==> src/rtl/vend_customer_driver.sv <==
// Scripted vending-machine customer: card, two key strobes, payment, door.
// Optional VEND_DRV_RETRY_EN replays the card/key sequence once after a failed payment.
module vend_customer_driver #(
  parameter int KEY_GAP      = 1,
  parameter int DOOR_DLY     = 1,
  parameter int DOOR_HOLD    = 1,
  parameter int RESP_TIMEOUT = 16
) (
  input  logic       CLK,
  input  logic       RESET,
  input  logic       START,
  input  logic [7:0] REQ_CODE,
  input  logic       WALLET_OK,
  input  logic       VEND,
  input  logic       INVALID_SEL,
  input  logic [2:0] COST,
  input  logic       FAILED_TRAN,
  output logic       CARD_IN,
  output logic       KEY_PRESS,
  output logic [3:0] ITEM_CODE,
  output logic       VALID_TRAN,
  output logic       DOOR_OPEN,
  output logic       BUSY,
  output logic       DONE,
  output logic [1:0] RESULT,
  output logic [7:0] SPENT
);

  localparam logic [3:0] S_IDLE  = 4'd0;
  localparam logic [3:0] S_CARD  = 4'd1;
  localparam logic [3:0] S_GAP0  = 4'd2;
  localparam logic [3:0] S_KEY1  = 4'd3;
  localparam logic [3:0] S_GAP1  = 4'd4;
  localparam logic [3:0] S_KEY2  = 4'd5;
  localparam logic [3:0] S_WAIT  = 4'd6;
  localparam logic [3:0] S_DWAIT = 4'd7;
  localparam logic [3:0] S_DOOR  = 4'd8;
  localparam logic [3:0] S_FIN   = 4'd9;
`ifdef VEND_DRV_RETRY_EN
  localparam logic [3:0] S_RGAP  = 4'd10;
`endif

  localparam int CW = 8;
  localparam logic [CW-1:0] KG_END = CW'(KEY_GAP - 1);
  localparam logic [CW-1:0] DD_END = CW'(DOOR_DLY - 1);
  localparam logic [CW-1:0] DH_END = CW'(DOOR_HOLD - 1);
  localparam logic [CW-1:0] TO_END = CW'(RESP_TIMEOUT - 1);

  logic [3:0]    state;
  logic [3:0]    state_d;
  logic [CW-1:0] cnt;
  logic [7:0]    code_q;
  logic          wallet_q;
  logic [2:0]    cost_q;
  logic [1:0]    res_d;
  logic          valid_d;
  logic [8:0]    sum;
  logic [7:0]    spent_d;

`ifdef VEND_DRV_RETRY_EN
  logic retried;
`endif

  always_comb begin
    state_d = state;
    res_d   = RESULT;
    unique case (state)
      S_IDLE:  if (START) state_d = S_CARD;
      S_CARD:  state_d = S_GAP0;
      S_GAP0:  if (cnt == KG_END) state_d = S_KEY1;
      S_KEY1:  state_d = S_GAP1;
      S_GAP1:  if (cnt == KG_END) state_d = S_KEY2;
      S_KEY2:  state_d = S_WAIT;
      S_WAIT: begin
        if (INVALID_SEL) begin
          state_d = S_FIN;
          res_d   = 2'b01;
        end else if (FAILED_TRAN) begin
          state_d = S_FIN;
          res_d   = 2'b10;
`ifdef VEND_DRV_RETRY_EN
          if (!retried) state_d = S_RGAP;
`endif
        end else if (VEND) begin
          state_d = S_DWAIT;
        end else if (cnt == TO_END) begin
          state_d = S_FIN;
          res_d   = 2'b11;
        end
      end
      S_DWAIT: if (cnt == DD_END) state_d = S_DOOR;
      S_DOOR: begin
        if (cnt == DH_END) begin
          state_d = S_FIN;
          res_d   = 2'b00;
        end
      end
      S_FIN:   state_d = S_IDLE;
`ifdef VEND_DRV_RETRY_EN
      S_RGAP:  if (cnt == KG_END) state_d = S_CARD;
`endif
      default: state_d = S_IDLE;
    endcase
  end

  // Payment stays authorised only while still waiting for the machine.
  assign valid_d = (state == S_WAIT) && (state_d == S_WAIT) &&
                   (VALID_TRAN || ((COST != 3'd0) && wallet_q));

  assign sum     = {1'b0, SPENT} + {6'd0, cost_q};
  assign spent_d = sum[8] ? 8'hFF : sum[7:0];

  always_ff @(posedge CLK or negedge RESET) begin
    if (!RESET) begin
      state      <= S_IDLE;
      cnt        <= '0;
      code_q     <= '0;
      wallet_q   <= 1'b0;
      cost_q     <= '0;
      ITEM_CODE  <= '0;
      VALID_TRAN <= 1'b0;
      RESULT     <= '0;
      SPENT      <= '0;
    end else begin
      state      <= state_d;
      VALID_TRAN <= valid_d;
      if ((state_d != state) || (state == S_IDLE))
        cnt <= '0;
      else
        cnt <= cnt + 1'b1;
      if ((state == S_IDLE) && START) begin
        code_q   <= REQ_CODE;
        wallet_q <= WALLET_OK;
      end
      if (state_d == S_KEY1) ITEM_CODE <= code_q[7:4];
      if (state_d == S_KEY2) ITEM_CODE <= code_q[3:0];
      if ((state == S_WAIT) && (state_d == S_DWAIT))
        cost_q <= COST;
      if ((state_d == S_FIN) && (state != S_FIN))
        RESULT <= res_d;
      if ((state == S_DOOR) && (state_d == S_FIN))
        SPENT <= spent_d;
    end
  end

`ifdef VEND_DRV_RETRY_EN
  always_ff @(posedge CLK or negedge RESET) begin
    if (!RESET)
      retried <= 1'b0;
    else if (state == S_IDLE)
      retried <= 1'b0;
    else if ((state == S_WAIT) && (state_d == S_RGAP))
      retried <= 1'b1;
  end
`endif

  assign CARD_IN   = (state == S_CARD);
  assign KEY_PRESS = (state == S_KEY1) || (state == S_KEY2);
  assign DOOR_OPEN = (state == S_DOOR);
  assign DONE      = (state == S_FIN);
  assign BUSY      = (state != S_IDLE) && (state != S_FIN);

endmodule

==> config.mk <==
export PLATFORM = sky130hd
export DESIGN_NAME = vend_customer_driver
export DESIGN_NICKNAME = d
export VERILOG_FILES = /design/src/rtl/vend_customer_driver.sv
export SDC_FILE = /design/constraint.sdc
export NUM_CORES = 1
export LEC_CHECK = 0
export CAP_MARGIN = 20
export CORE_AREA = 2 2 77 79
export DETAILED_ROUTE_END_ITERATION = 10
export DIE_AREA = 0 0 79 81
export HOLD_SLACK_MARGIN = 0.1
export REMOVE_ABC_BUFFERS = 1
export SYNTH_ARGS = -nofsm -noshare
export SYNTH_HDL_FRONTEND = slang
export SYNTH_SLANG_ARGS = --single-unit
==> constraint.sdc <==
create_clock -name CLK -period 2.65 [get_ports CLK]
set_input_delay 0.265 -clock CLK [delete_from_list [all_inputs] [get_ports CLK]]
set_output_delay 0.265 -clock CLK [all_outputs]
set_load 0.01 [all_outputs]
# Word level (Yosys, flattened, before mapping)
# Cells that the tools add are included.
[classes] n_addsub=2 eq_ne=20 mux=20 reduce_logical=18
[ops] op="$mux W4" count=11
[ops] op="$pmux W4 S9" count=1
[ops] op="$eq A4 B3 Y1 const B" count=7
[ops] op="$mux W8" count=2
[ops] op="$eq A4 B2 Y1 const B" count=3
[ops] op="$eq A4 B4 Y1 const B" count=3
[ops] op="$ne A4 B4 Y1 const B" count=3
[ops] op="$mux W2" count=5
[ops] op="$add A8 B3 Y9" count=1
[ops] op="$add A8 B1 Y8 const B" count=1
[ops] op="$eq A8 B4 Y1 const B" count=1
[ops] op="$logic_and A1 B1 Y1" count=8
[ops] op="$logic_not A8 Y1" count=1
[ops] op="$reduce_and A5 Y1" count=1
[ops] op="$eq A4 B1 Y1 const B" count=1
[ops] op="$logic_not A4 Y1" count=1
[ops] op="$ne A4 B4 Y1" count=1
[ops] op="$pmux W2 S2" count=1
[ops] op="$reduce_bool A2 Y1" count=2
[ops] op="$reduce_bool A4 Y1" count=1
[ops] op="$logic_or A1 B1 Y1" count=3
[ops] op="$reduce_bool A3 Y1" count=1
[ops] op="$ne A2 B1 Y1 const B" count=1
[word_totals] regBits=39 in_bits=18 out_inout_bits=20 word_cells=69

# Logic depth before layout (Yosys ltp)
# Gate-level depths: netlist (run 1).
[depth] depth_word=9 ltp_mapped=8 depth_no_buf=8

# Worst setup path before layout (run 1)
# Ideal clock, no wire load.
[synth_path] path_kind="flip-flop to flip-flop" startpoint="register cnt[4]" endpoint="register cost_q[0]" setup_time_ns=0.125 t_arrival_ns=2.465 t_required_ns=2.525 setup_slack_ns=0.060 path_stages_with_launch=7 n_path_buf=1 period_less_slack_ns=2.590 path_cell_list="dfrtp_1 or4_1 clkbuf_2 or4_4 a21o_1 a311oi_4 mux2_2"
[synth_between] elab_chain_cells=8 word_cells_on_any_way=13 classes_between="eq/ne: 2; mux: 9; reduce/logical: 2"
[synth_rtl] element="start, declared" line="51" rtl="logic [CW-1:0] cnt;"
[synth_rtl] element="start signal, assigned" line="130" rtl="cnt <= cnt + 1'b1;"
[synth_rtl] element="$eq A8 B4 Y1" line="86" rtl="end else if (cnt == TO_END) begin"
[synth_rtl] element="$mux W4" line="86"
[synth_rtl] element="$mux W4" line="84" rtl="end else if (VEND) begin"
[synth_rtl] element="$mux W4" line="78" rtl="end else if (FAILED_TRAN) begin"
[synth_rtl] element="$mux W4" line="75" rtl="if (INVALID_SEL) begin"
[synth_rtl] element="$pmux W4 S9 (*)" line="67" rtl="unique case (state)"
[synth_rtl] element="$eq A4 B3 Y1 (*)" line="137" rtl="if ((state == S_WAIT) && (state_d == S_DWAIT))"
[synth_rtl] element="$logic_and A1 B1 Y1 (*)" line="137"
[synth_rtl] element="end signal, assigned" line="119" rtl="cost_q <= '0;"
[synth_rtl] element="end signal, assigned" line="138" rtl="cost_q <= COST;"
[synth_rtl] element="end, declared" line="54" rtl="logic [2:0] cost_q;"
# Mark *: on every way between the ends. The rest lies on a longest branch, timed or not.
# A chain may end at the register's enable or synchronous reset.

# Worst setup path in the final report (run 1)
[layout_path] startpoint="register cnt[0]" endpoint="register cost_q[1]"
# The elaborated chain is that of the path after synthesis.

==> results of run 1 <==
[area by class of cell]
class | instances | area share [%]
Timing Repair Buffer | 52 | 16.8
Multi-Input combinational cell | 154 | 39.4
Clock buffer | 5 | 2.42
Sequential cell | 39 | 34.3
Clock inverter | 3 | 2.38
Tap cell | 75 | 3.30
Inverter | 10 | 1.32
[power groups by stage]
stage	logic, mW	registers (mW)	clock network [mW]
6_report	1.41	0.949	0.595
5_1_grt	1.56	0.983	0.633
3_5_place_dp	1.41	0.960	0
2_1_floorplan	0.806	1.00	0
4_1_cts	1.41	0.951	0.606
3_3_place_gp	1.41	0.956	0
[per-layer routing]
layer	routed length [um]	GRT usage, %	vias to the layer above
met1	2300	20.8	858
met3	143	3.00	7
met2	2340	27.5	34
li1	-	-	880
met5	0	0	-
met4	86	6.55	0
[cells by family (layout without fill, tap and decap cells)]
logic type      Yosys count  after routing  share of synthesized area [%]
xor+xnor                 11             11                           4.44
mux                      18             18                           9.17
buf+inv                  19             70                           3.35
fa+ha+maj                 6              6                           3.81
compound gates           47             47                           16.0
flops                    39             39                           45.0
simple gates             72             72                           18.2
[state kept, by name, summed over array words and instances (netlist names), 2 cells and up]
signal	cells
ITEM_CODE	4
RESULT	2
SPENT	8
cnt	8
code_q	8
cost_q	3
state	4
[stage by stage]
step / worst slack (ps) / util [%] / cells
floorplan: 64.3 / - / 203
global placement: 99.4 / 47.7 / 330
detailed placement: 82.2 / 47.7 / 330
CTS: 58.0 / 50.1 / 338
global route: 0.597 / 50.1 / 338
finish: 97.5 / 50.1 / 338
[how the worst min path moves through the flow]
stage          start      endpoint  cells past startpoint
2_1_floorplan  RESET  ITEM_CODE[0]                      0
3_3_place_gp   RESET     RESULT[0]                      1
3_5_place_dp   RESET      SPENT[5]                      1
4_1_cts        RESET      SPENT[5]                      1
5_1_grt        RESET      SPENT[4]                      1
6_report       RESET      SPENT[4]                      1
[cell usage after synthesis (4+ instances only)]
cell type / n / area (um2)
nand2b_1: 4 / 25.0
xnor2_1: 7 / 61.3
nor2_1: 13 / 48.8
o21ai_0: 6 / 30.0
xor2_1: 4 / 35.0
and3_1: 5 / 31.3
inv_1: 10 / 37.5
ha_1: 5 / 62.6
clkbuf_1: 8 / 30.0
mux2_2: 15 / 169
a21oi_1: 8 / 40.0
nor3_1: 6 / 30.0
nand3_1: 6 / 30.0
a211oi_1: 10 / 75.1
nand2_1: 16 / 60.1
dfrtp_1: 39 / 976
[critical path, stage by stage, from the launching register on]
cell	delay [ps]
dfrtp_1	410
inv_1	70
ha_1	140
or3b_1	380
or4_4	500
a21o_1	220
a311oi_4	340
mux2_2	380
==> summary.txt, run 1 <==
Job
  – Max_cap viols: 0

Setup path
  – Worst setup SP type: flop
  – Critical Path Start: cnt[0]
  – Worst setup EP type: flop
  – Worst R2R Path Depth: 7
  – Crit path to: cost_q[1]
  – R2r setup slk: about 97 ps
  – Worst EP required: around 2800 ps
  – CP arrival: between 2000 and 3000 ps
  – CP Max Fanout: 4
  – Kind of critical path: reg2reg
  – Reg-to-Reg Start: cnt[0]
  – R2R Path End: cost_q[1]

Final layout
  – Most frequent cells in the layout: dfrtp_1 (39), clkdlybuf4s50_1 (36), nand2_1 (16)
  – Reg area: 976 um2
  – Layout cells sized above 1: ~17%
  – Most common cell after layout, fill and taps aside: dfrtp_1
  – Fin area: around 0.0028 mm2
  – Area of the multi-input gates: around 0.0011 mm2
  – Final nets: between 200 and 300
  – Layout fillers: about 560
  – P&R area growth vs syn: 31.0%
  – Ant diodes: 0

Clock network
  – Post-CTS Hold Buffers: 0
  – Post-CTS setup buffers: 0
  – Root Driver: clkbuf_8
  – Number of buffers created by CTS: 5
  – Maximum buffer depth of the clock tree: 2
  – Gates resized, CTS repair: 0
  – CTS tree: yes
  – Clock sink count: 39
  – H-tree levels: 2
  – Clock-pin slew on the worst setup and hold paths: ~80 ps
  – Worst-Skew Late Latency: approximately 300 ps

Timing
  – Slew Limit Headroom: between 40% and 50%
  – Fin. Hold Viols: 0
  – Worst-margin pin slew: 881 ps
  – Pins over their slew limit: 0
  – RSZ-0062 raised after global routing: false
  – Tmin final: about 2600 ps
  – Tcrit/Tclk final: 96.3%
  – Worst Clk Skew: roughly 9.0 ps
  – Post-Route Setup TNS: 0 ps
  – Fmax: 392 MHz
  – Worst hold margin: between 80 and 90 ps
  – Final setup fails: 0

Floorplanning
  – Die area: about 0.0064 mm2
  – Effective utilization at floorplan: around two fifths
  – FP Rows: 28
  – CORE AREA: 0.00568 mm2
  – Ports: 38
  – Die Wd: ~79 um
  – Die Y: about 81 um

Routing
  – Vias/cell: approximately 5.3
  – First drt pass iteration count: 5
  – Total Wirelength: roughly 4.9 mm
  – DRC violations left: 0
  – Via count: between 1500 and 2000
  – Number of DRC markers in iteration 0: roughly 110
  – Post-DRT Antenna Nets: 0
  – Wire per inst: about 14 um

Placement
  – PortBufs: 37
  – Placed Area: between 0.002 and 0.003 mm2
  – Hpwl dp: 3.60 mm
  – GP Congestion: 0.802

Power
  – Clock share of power: approximately 20%
  – Sequential Power Share: around 32%
  – Part of the power in combinational logic: 47.7%
  – Pwr Density: 1040 mW/mm2
  – Int Power: between 1.5 and 2 mW
  – P_leak: 1.23 nW
  – Max VDD drop: about 0.00037 V
  – Net switching power: approximately 1.1 mW
  – Design Power: roughly 3 mW
  – Sw frac: a little under two fifths

Outcome
  – Outcome: completed

Synthesis
  – Yosys cell types: between 40 and 50
  – Yosys synthesis warning count: 0
  – Mapped cell area: around 0.0022 mm2
  – Syn Area/Cell: slightly above 10 um2
  – Post-synth EDFFs: 0
  – Main synth FF type: dfrtp_1
  – Gate Count Post-Synth: ~210
  – Seq/Total Area, Yosys: 45.0%
  – FFs w/ async S/R, synth: between 90% and 100%
  – Yosys reg bits: 39

Global routing
  – First-pass GRT wire length: about 8.1 mm
  – Largest net degree at the start of global routing: 40
  – Antenna violations before repair: 0
  – GR Overflow Total: 0
  – Tot GR Track Use: between 10% and 20%
  – Vias in the first global route: 1726

Worst hold path
  – HP Class: in2async
Power figures use the tool's default switching activity.
==> inputs of run 2 (changes only) <==
--- a/config.mk
+++ b/config.mk
@@ -10,6 +10,7 @@
 export DETAILED_ROUTE_END_ITERATION = 10
 export DIE_AREA = 0 0 79 81
 export HOLD_SLACK_MARGIN = 0.1
+export PLACE_DENSITY = 0.73
 export REMOVE_ABC_BUFFERS = 1
 export SYNTH_ARGS = -nofsm -noshare
 export SYNTH_HDL_FRONTEND = slang
==> run 2 against run 1 <==
Worst setup slack lost 39 ps. Core utilization shrank 0.84 points. Combinational power is essentially flat. Die area is the same. First-iteration DRC count shrank 15%. Critical path type unchanged. Largest cell class unchanged. Register-to-register slack lost 40 ps. Critical endpoint is now cost_q[2]. Power shrank 6.1%. Flip-flop and latch count is the same. Largest power group unchanged.
==> summary.txt, run 2 (synthesized netlist as in run 1, its figures left out) <==
Timing
  – Post-Route Setup TNS: 0 ps
  – Final setup margin: about 58 ps
  – Fin. Hold Viols: 0
  – Worst Clk Skew: between 10 and 15 ps
  – Fmax: between 300 and 400 MHz
  – Tmin final: roughly 2600 ps
  – Tcrit/Tclk final: between 90% and 100%
  – RSZ-0062 raised after global routing: true
  – Pins over their slew limit: 0
  – Worst-margin pin slew: roughly 860 ps
  – Slew Limit Headroom: between 40% and 50%
  – Final setup fails: 0

Outcome
  – Outcome: completed

Routing
  – Number of DRC markers in iteration 0: between 90 and 100
  – Total Wirelength: slightly above 5 mm
  – Vias/cell: 5.43
  – Post-DRT Antenna Nets: 0
  – First drt pass iteration count: 4
  – Wire per inst: around 15 um
  – DRC violations left: 0
  – Via count: between 1500 and 2000

Final layout
  – Layout cells sized above 1: between 15 and 20%
  – Final non-filler cell total: between 300 and 400
  – Layout fillers: 540
  – Final nets: 286
  – Fin area: between 0.002 and 0.003 mm2
  – Reg area: approximately 980 um2
  – Top flop regs: SPENT: 8 flops, cnt: 8 flops, code_q: 8 flops
  – Area of the multi-input gates: ~0.0011 mm2
  – Ant diodes: 0
  – Layout Utilization: 49.2%
  – P&R area growth vs syn: 28.9%
  – Most frequent cells in the layout: dfrtp_1 (39), clkdlybuf4s50_1 (36), nand2_1 (16)
  – Most common cell after layout, fill and taps aside: dfrtp_1

Floorplanning
  – CORE AREA: about 0.0057 mm2
  – FP Rows: 28
  – Die Wd: about 80 um
  – Effective utilization at floorplan: a little under two fifths
  – Die area: approximately 0.0064 mm2
  – Ports: 38
  – Die Y: approximately 80 um

Placement
  – Dpl ws: -0.127 ps
  – PortBufs: 37
  – Placed insts: about 330
  – Placed Area: between 0.002 and 0.003 mm2
  – Hpwl dp: ~3.8 mm
  – GP Congestion: 0.871

Worst hold path
  – HP Class: in2async

Global routing
  – Antenna violations before repair: 0
  – First-pass GRT wire length: 8.57 mm
  – Largest net degree at the start of global routing: 40
  – GR Overflow Total: 0
  – Vias in the first global route: 1848
  – Tot GR Track Use: approximately 17%

Setup path
  – Critical Path Start: cnt[0]
  – Crit path to: cost_q[2]
  – Worst setup SP type: flop
  – Worst setup EP type: flop
  – Reg-to-Reg Start: cnt[0]
  – Kind of critical path: reg2reg
  – CP Max Fanout: 4
  – R2R Path End: cost_q[2]
  – Slowest CP cell: or4_4
  – Worst R2R Path Depth: 7
  – CP max stage delay: just under 500 ps
  – Worst EP required: 2840 ps
  – CP arrival: roughly 2800 ps
  – Worst-path cell chain: inv_1 > ha_1 > or3b_4 > or4_4 > a21o_1 > a311oi_4 > mux2_2
  – R2r setup slk: just under 60 ps

Power
  – Max VDD drop: roughly 0.00046 V
  – Pwr Density: roughly 1000 mW/mm2
  – P_leak: ~1.2 nW

Clock network
  – Number of buffers created by CTS: 5
  – Clock-pin slew on the worst setup and hold paths: around 80 ps
  – Clock sink count: 39
  – CTS tree: yes
  – Maximum buffer depth of the clock tree: 2
  – H-tree levels: 2
  – Worst-Skew Late Latency: approximately 300 ps
  – Root Driver: clkbuf_8
  – Post-CTS Hold Buffers: 0

Job
  – Max_cap viols: 0
[run 2: worst min path at each step]
stage,from,to,depth (start not counted)
after CTS,RESET,code_q[5],1
after global placement,RESET,code_q[7],1
after floorplan,RESET,ITEM_CODE[0],0
after global routing,RESET,code_q[7],1
after detailed placement,RESET,code_q[1],1
final,RESET,code_q[7],1
[run 2: repair_timing]
item | in CTS | in global routing
resized for setup | 0 | 2
endpoints found under the setup margin | 0 | 10
setup buffers | 0 | 2
[run 2: metrics by stage]
step                hold slack, ps  total power [mW]
finish                        77.6              2.77
detailed placement             436              2.38
CTS                            112              2.78
floorplan                    -30.6              1.81
global placement               427              2.33
global route                   155              2.99
[run 2: power breakdown]
group	switching (mW)	internal [mW]	leakage (nW)
clock	0.210	0.184	0.0412
sequential	0.187	0.795	0.502
combinational	0.686	0.708	0.665
total	1.08	1.69	1.21
[run 2: worst max-delay path, delay by kind of cell, from the launching register on]
kind                     cells  cell delay, ps
flip-flops                   1             420
AND/OR/NAND/NOR              2             880
buffers and inverters        1              80
adder cells (fa/ha/maj)      1             180
AO/OA/AOI/OAI                2             560
multiplexers                 1             380
[run 2: routing by layer]
| layer | up-vias | share of wire (%) | track usage, % | wire [um] |
|---|---|---|---|---|
| met1 | 899 | 43 | 20.7 | 2220 |
| met5 | - | 0 | 0 | 0 |
| met3 | 9 | 5.0 | 4.11 | 258 |
| li1 | 875 | - | - | - |
| met2 | 54 | 49 | 29.5 | 2540 |
| met4 | 0 | 2.2 | 7.93 | 115 |
[run 2: area by class of cell]
type                       count  share of cell area, %
timing repair buffer          52                   17.1
sequential                    39                   34.9
inverter                      10                   1.34
clock inverter                 2                  0.448
clock buffer                   6                   2.60
tap                           75                   3.36
multi-input combinational    154                   40.2
